**config.mk**
```make
export PLATFORM = sky130hd
export DESIGN_NAME = seq_det
export DESIGN_NICKNAME = d
export VERILOG_FILES = /design/src/rtl/seq_det.sv
export SDC_FILE = /design/constraint.sdc
export NUM_CORES = 1
export LEC_CHECK = 0
export CAP_MARGIN = 20
export CORE_AREA = 2 2 39 41
export CTS_CLUSTER_SIZE = 12
export DETAILED_ROUTE_END_ITERATION = 10
export DIE_AREA = 0 0 41 43
export PLACE_DENSITY = 0.7
export REMOVE_ABC_BUFFERS = 1
export SYNTH_ARGS = -nofsm -noshare
export SYNTH_HDL_FRONTEND = slang
export SYNTH_SLANG_ARGS = --single-unit
```
**constraint.sdc**
```tcl
create_clock -name clk -period 1.6 [get_ports clk]
set_clock_uncertainty 0.1 [all_clocks]
set_input_delay 0.32 -clock clk [delete_from_list [all_inputs] [get_ports clk]]
set_output_delay 0.32 -clock clk [all_outputs]
set_load 0.1 [all_outputs]
```
**src/rtl/seq_det.sv**
```systemverilog
// Serial detector for the pattern 1011 (first bit first), overlapping matches allowed.
// Produces a registered one-cycle match pulse and a saturating, clearable match counter.
module seq_det #(
  parameter int unsigned CNT_W = 8
) (
  input  logic             clk,
  input  logic             rst,
  input  logic             din,
  input  logic             din_vld,
  input  logic             cnt_clr,
  output logic             match,
  output logic [CNT_W-1:0] match_cnt,
  output logic [1:0]       state
);

  localparam int unsigned ST_W = 2;
  localparam logic [CNT_W-1:0] CNT_MAX = '1;

  typedef enum logic [ST_W-1:0] {
    S0   = 2'd0,
    S1   = 2'd1,
    S10  = 2'd2,
    S101 = 2'd3
  } state_t;

  state_t state_q;
  state_t state_d;
  logic   match_d;

  // State register; no transition without a valid sample
  always_ff @(posedge clk) begin
    if (rst) begin
      state_q <= S0;
    end else begin
      state_q <= state_d;
    end
  end

  // Next-state logic and match detection for the sampled bit
  always_comb begin
    state_d = state_q;
    match_d = 1'b0;
    if (din_vld) begin
      unique case (state_q)
        S0:   state_d = din ? S1   : S0;
        S1:   state_d = din ? S1   : S10;
        S10:  state_d = din ? S101 : S0;
        S101: begin
          state_d = din ? S1 : S10;
          match_d = din;
        end
        default: state_d = S0;
      endcase
    end
  end

  // Match pulse and saturating counter; clear wins over a same-edge increment
  always_ff @(posedge clk) begin
    if (rst) begin
      match     <= 1'b0;
      match_cnt <= '0;
    end else begin
      match <= match_d;
      if (cnt_clr) begin
        match_cnt <= '0;
      end else if (match_d && (match_cnt != CNT_MAX)) begin
        match_cnt <= match_cnt + CNT_W'(1);
      end
    end
  end

  assign state = ST_W'(state_q);

endmodule

```
Word level (Yosys, flattened, before mapping)
Index checks and enable logic that the tools add are counted.
{"block": "totals", "inputBits": 5, "register_bits": 11}
{"block": "op_classes", "n_mux": 6, "eq_ne": 4, "add_sub_neg": 1, "reduce_logical": 4}
{"operator": "8-bit by 1-bit adder with 8-bit output, second input constant", "n": 1}
{"operator": "8-bit != test, second input constant", "n": 1}
{"operator": "2-bit case mux with 3 select lines", "n": 1}
{"operator": "2-bit equality test, second input constant", "n": 2}
{"operator": "2-bit 2-to-1 mux", "n": 2}
{"operator": "2-bit OR reduction", "n": 2}
{"operator": "1-bit 2-to-1 mux", "n": 3}
{"operator": "2-bit by 1-bit equality test with 1-bit output, second input constant", "n": 1}
{"operator": "2-bit zero test", "n": 1}
{"operator": "1-bit logical AND", "n": 1}

Longest topological paths before layout
Gate-level depths: netlist of run 1.
{"block": "logic_depth", "depth_word": 4, "mapped_depth": 5, "depth_no_buf": 5}

Worst setup path before layout of run 1
Ideal clock, no wire load.
{"block": "synth_path", "path_kind": "reg2reg", "startpoint": "reg match_cnt[0]", "endpoint": "reg match_cnt[4]", "arrival_time_ns": 2.000, "stages_incl_launch_ff": 6, "path_slack_ns": -0.626, "setup_ns": 0.126, "n_path_buf": 0, "cell_sequence": "dfxtp_1 > ha_1 > nand2_1 > a2111oi_4 > xnor2_1 > nor2_1"}
{"block": "synth_between", "elab_chain_len": 2, "word_cells_on_any_way": 3, "classes_between": "add/sub: 1; eq/ne: 1; reduce/logical: 1"}
{"element": "start: declaration", "line_no": "12", "rtl": "output logic [CNT_W-1:0] match_cnt,"}
{"element": "start signal: assignment", "line_no": "67", "rtl": "match_cnt <= match_cnt + CNT_W'(1);"}
{"element": "parallel branches: the longest is 2 deep, another holds 8-bit by 1-bit adder with 8-bit output"}
Parallel ways; which one is timed is not known.
A chain may end at the register's enable or synchronous reset.

Worst setup path in the final report of run 1
{"block": "layout_path", "startpoint": "in din_vld", "endpoint": "reg match_cnt[3]"}
{"block": "layout_between", "elab_chain_len": 2}
{"element": "start: declaration", "line_no": "9", "rtl": "input logic din_vld,"}
{"element": "1-bit 2-to-1 mux", "line_no": "43", "rtl": "if (din_vld) begin"}
{"element": "1-bit logical AND", "line_no": "66", "rtl": "end else if (match_d && (match_cnt != CNT_MAX)) begin"}
No other way between the ends.

==> flow_summary_export.csv, run 1 <==
group,metric,value,unit
clocking,cts_hold_buf,0,
worst_setup_path,required,1.65,ns
detailed_routing,vias_per_cell,5.44,
logic_synthesis,synth_area_per_cell,9.28,µm²
worst_setup_path,start_kind,"input port",
global_route,antenna_found_initial,0,
finish,nFillCells,112,
clocking,cts_tree,"built",
floorplanning,die_w,41,µm
timing,setup_viol,0,
floorplanning,die-area,1760,µm²
worst_setup_path,crit_arrival,1.59,ns
detailed_routing,dr_total_vias,555,
timing,finalCritPeriodShare,0.960,
pwr,p_sw,0.127,mW
timing,timing.hold.ws,0.490,ns
pwr,p_seq_frac,0.529,
placed_design,portBuffers,15,
clocking,cts_root_buf,"clkbuf_4",
pwr,power_frac_comb,0.113,
detailed_routing,post_drt_wl_per_cell,13.0,µm
timing,tightest_slew,0.293,ns
global_route,gr-usage-all-layers,0.176,
global_route,grt_max_degree,8,
logic_synthesis,syn_area,538,µm²
finish,drive_gt1_frac,0.384,
clocking,clk_path_buf_depth,2,
clocking,post_cts_buffers,0,
finish,final_nets,93,
logic_synthesis,synth_edf_count,0,
finish,multi_input_area,319,µm²
worst_setup_path,worstPathMaxFanout,6,
clocking,clock_latency,0.26,ns
detailed_routing,ant_nets,0,
logic_synthesis,yosys_warnings,0,
floorplanning,ios,16,
floorplanning,start_util,0.389,
pwr,pwr-share-clk,0.358,
outcome,status,"finished, final reports clean",
pwr,sw_frac_of_total,0.241,
clocking,cts_made_buffers,3,
clocking,cts.sinks,11,
logic_synthesis,syn_inst,58,
clocking,clk_pin_slew,0.07,ns
timing,layout_min_cycle_time,1.54,ns
finish,areaGrowthSynthToFinish,72.3,%
placed_design,hpwl,1.04,mm
logic_synthesis,synth_seq_cells,11,
timing,timing.final.ws_setup,0.0637,ns
logic_synthesis,yosysSeqAreaShare,0.409,
floorplanning,die_h,43,µm
pwr,irDropWorstVdd,0.000393,V
finish,diodes,0,
worst_setup_path,crit_type,"in2reg",
placed_design,dp.cells,98,
global_route,grt_overflow_total,0,
logic_synthesis,async_flop_share,0,
finish,seqCellArea,220,µm²
timing,max_freq,651,MHz
finish,final_area,927,µm²
timing,drv_slew,0,
placed_design,place_congestion,0.799,
timing,rsz0062_at_grt,"false",
logic_synthesis,ys.flop_type,"dfxtp_1",
detailed_routing,routed_wirelength,1.32,mm
pwr,p_leak,0.359,nW
detailed_routing,drc_errors,0,
placed_design,pre_cts_ws,-0.286,ns
run,drv_cap,0,
timing,max_slew_margin,0.804,
detailed_routing,first_iter_violations,12,
logic_synthesis,yosys.area.top_type,"dfxtp_1",
timing,hold_violations,0,
logic_synthesis,ys_types,25,
pwr,p_per_area,567,nW/µm²
finish,finalNonFillerCells,102,
global_route,grt_pass1_vias,522,
worst_setup_path,worst_setup_path_end_kind,"flip-flop",
logic_synthesis,synth_top_area_share,0.409,
floorplanning,rows,14,
logic_synthesis,netlist_top_cells_area,"dfxtp_1 41%, nor2_1 8.4%, mux2i_1 5.6%",
floorplanning,coreArea,1380,µm²
global_route,grt_pass1_wl,2.06,mm
pwr,internal-power,0.399,mW
clocking,cts_max_level,1,
hold_path,hp-class,"reg2reg",
detailed_routing,drt_first_pass_iters,6,
placed_design,place_area,890,µm²
==> worst paths after layout <==
kind                             start                        end  slack (ns)  cells past startpoint
max                            din_vld  match_cnt[3]$_SDFFE_PP0P_        0.06                      5
min reg2reg      state[0]$_SDFFE_PP0P_      state[0]$_SDFFE_PP0P_        0.49                      2
max reg2reg  match_cnt[3]$_SDFFE_PP0P_  match_cnt[3]$_SDFFE_PP0P_        0.11                      3
min              state[0]$_SDFFE_PP0P_      state[0]$_SDFFE_PP0P_        0.49                      2
==> flip-flops by register name, indices dropped and copies added (netlist names) <==
name,flops
match_cnt,8
state,2
match,1
==> cells in the mapped netlist (2+ instances only) <==
cell and count:
nand2_1 2, a211oi_1 2, o21ai_1 2, dfxtp_1 11, nor2_1 12, nor3_1 3
mux2i_1 3, a21oi_1 3, inv_1 2, nand3_1 3
==> metal layers <==
| layer | share of wire | global-route usage | up-vias | wire length [µm] |
|---|---|---|---|---|
| met5 | 0 | 0 | - | 0 |
| met2 | 0.54 | 0.294 | 14 | 718 |
| met3 | 0.042 | 0.0471 | 2 | 56 |
| li1 | - | - | 268 | - |
| met4 | 0.013 | 0.100 | 0 | 17 |
| met1 | 0.40 | 0.183 | 271 | 532 |
==> repair_timing <==
action                     4_1_cts  5_1_grt
setup endpoints to repair        2        2
pin swaps                        0        1
resized for setup                1        3
==> placed cells by master (no fill, tap or decap), types with 2 or more instances in the layout <==
master           count
a211oi_1             2
a21oi_1              3
buf_12              11
buf_4               10
clkbuf_4             3
clkdlybuf4s50_1      3
dfxtp_1             11
inv_1                2
mux2i_1              3
nand2_1              2
nand3_1              3
nor2_1              11
nor3_1               2
o21ai_1              2
==> cells by family (layout without fill, tap and decap cells) <==
family,count (synthesis),after routing,share of synthesized area
compound gates,10,10,0.156
flops,11,11,0.409
xor+xnor,2,2,0.0326
simple gates,27,27,0.281
buf+inv,3,31,0.0209
fa+ha+maj,1,1,0.0233
mux,4,4,0.0767
==> power groups by stage <==
stage,Combinational (mW),Clock (mW),Sequential [mW]
2_1_floorplan,0.00864,0,0.300
3_3_place_gp,0.0591,0,0.284
3_5_place_dp,0.0603,0,0.285
4_1_cts,0.0599,0.192,0.278
5_1_grt,0.0626,0.203,0.278
6_report,0.0594,0.188,0.278
==> cell type report <==
type | count | area share
well taps | 16 | 0.0216
inverters | 2 | 0.00810
clock buffers | 4 | 0.0283
repair buffers | 25 | 0.360
flip-flops and latches | 11 | 0.238
multi-input cells | 44 | 0.344
==> metrics by stage <==
step	TNS, ns	power, mW	utilization
global route	0	0.544	0.670
global placement	-1.28	0.344	0.643
floorplan	-3.90	0.309	-
detailed placement	-1.54	0.345	0.643
CTS	0	0.530	0.661
finish	0	0.526	0.670
==> worst max-delay path, cell delays in order <==
cell,delay [ns]
clkdlybuf4s50_1,0.53
nand4_4,0.17
nor2_4,0.15
o21ai_1,0.10
mux2_1,0.31
Note: power is estimated with default switching activity, not from simulation.
==> run 2, diff against run 1 <==
--- a/config.mk
+++ b/config.mk
@@ -10,6 +10,7 @@
 export CTS_CLUSTER_SIZE = 12
 export DETAILED_ROUTE_END_ITERATION = 10
 export DIE_AREA = 0 0 41 43
+export GPL_ROUTABILITY_DRIVEN = 0
 export PLACE_DENSITY = 0.7
 export REMOVE_ABC_BUFFERS = 1
 export SYNTH_ARGS = -nofsm -noshare
==> results of run 2 <==
The final DEF is identical to that of run 1; final timing and power are the same.
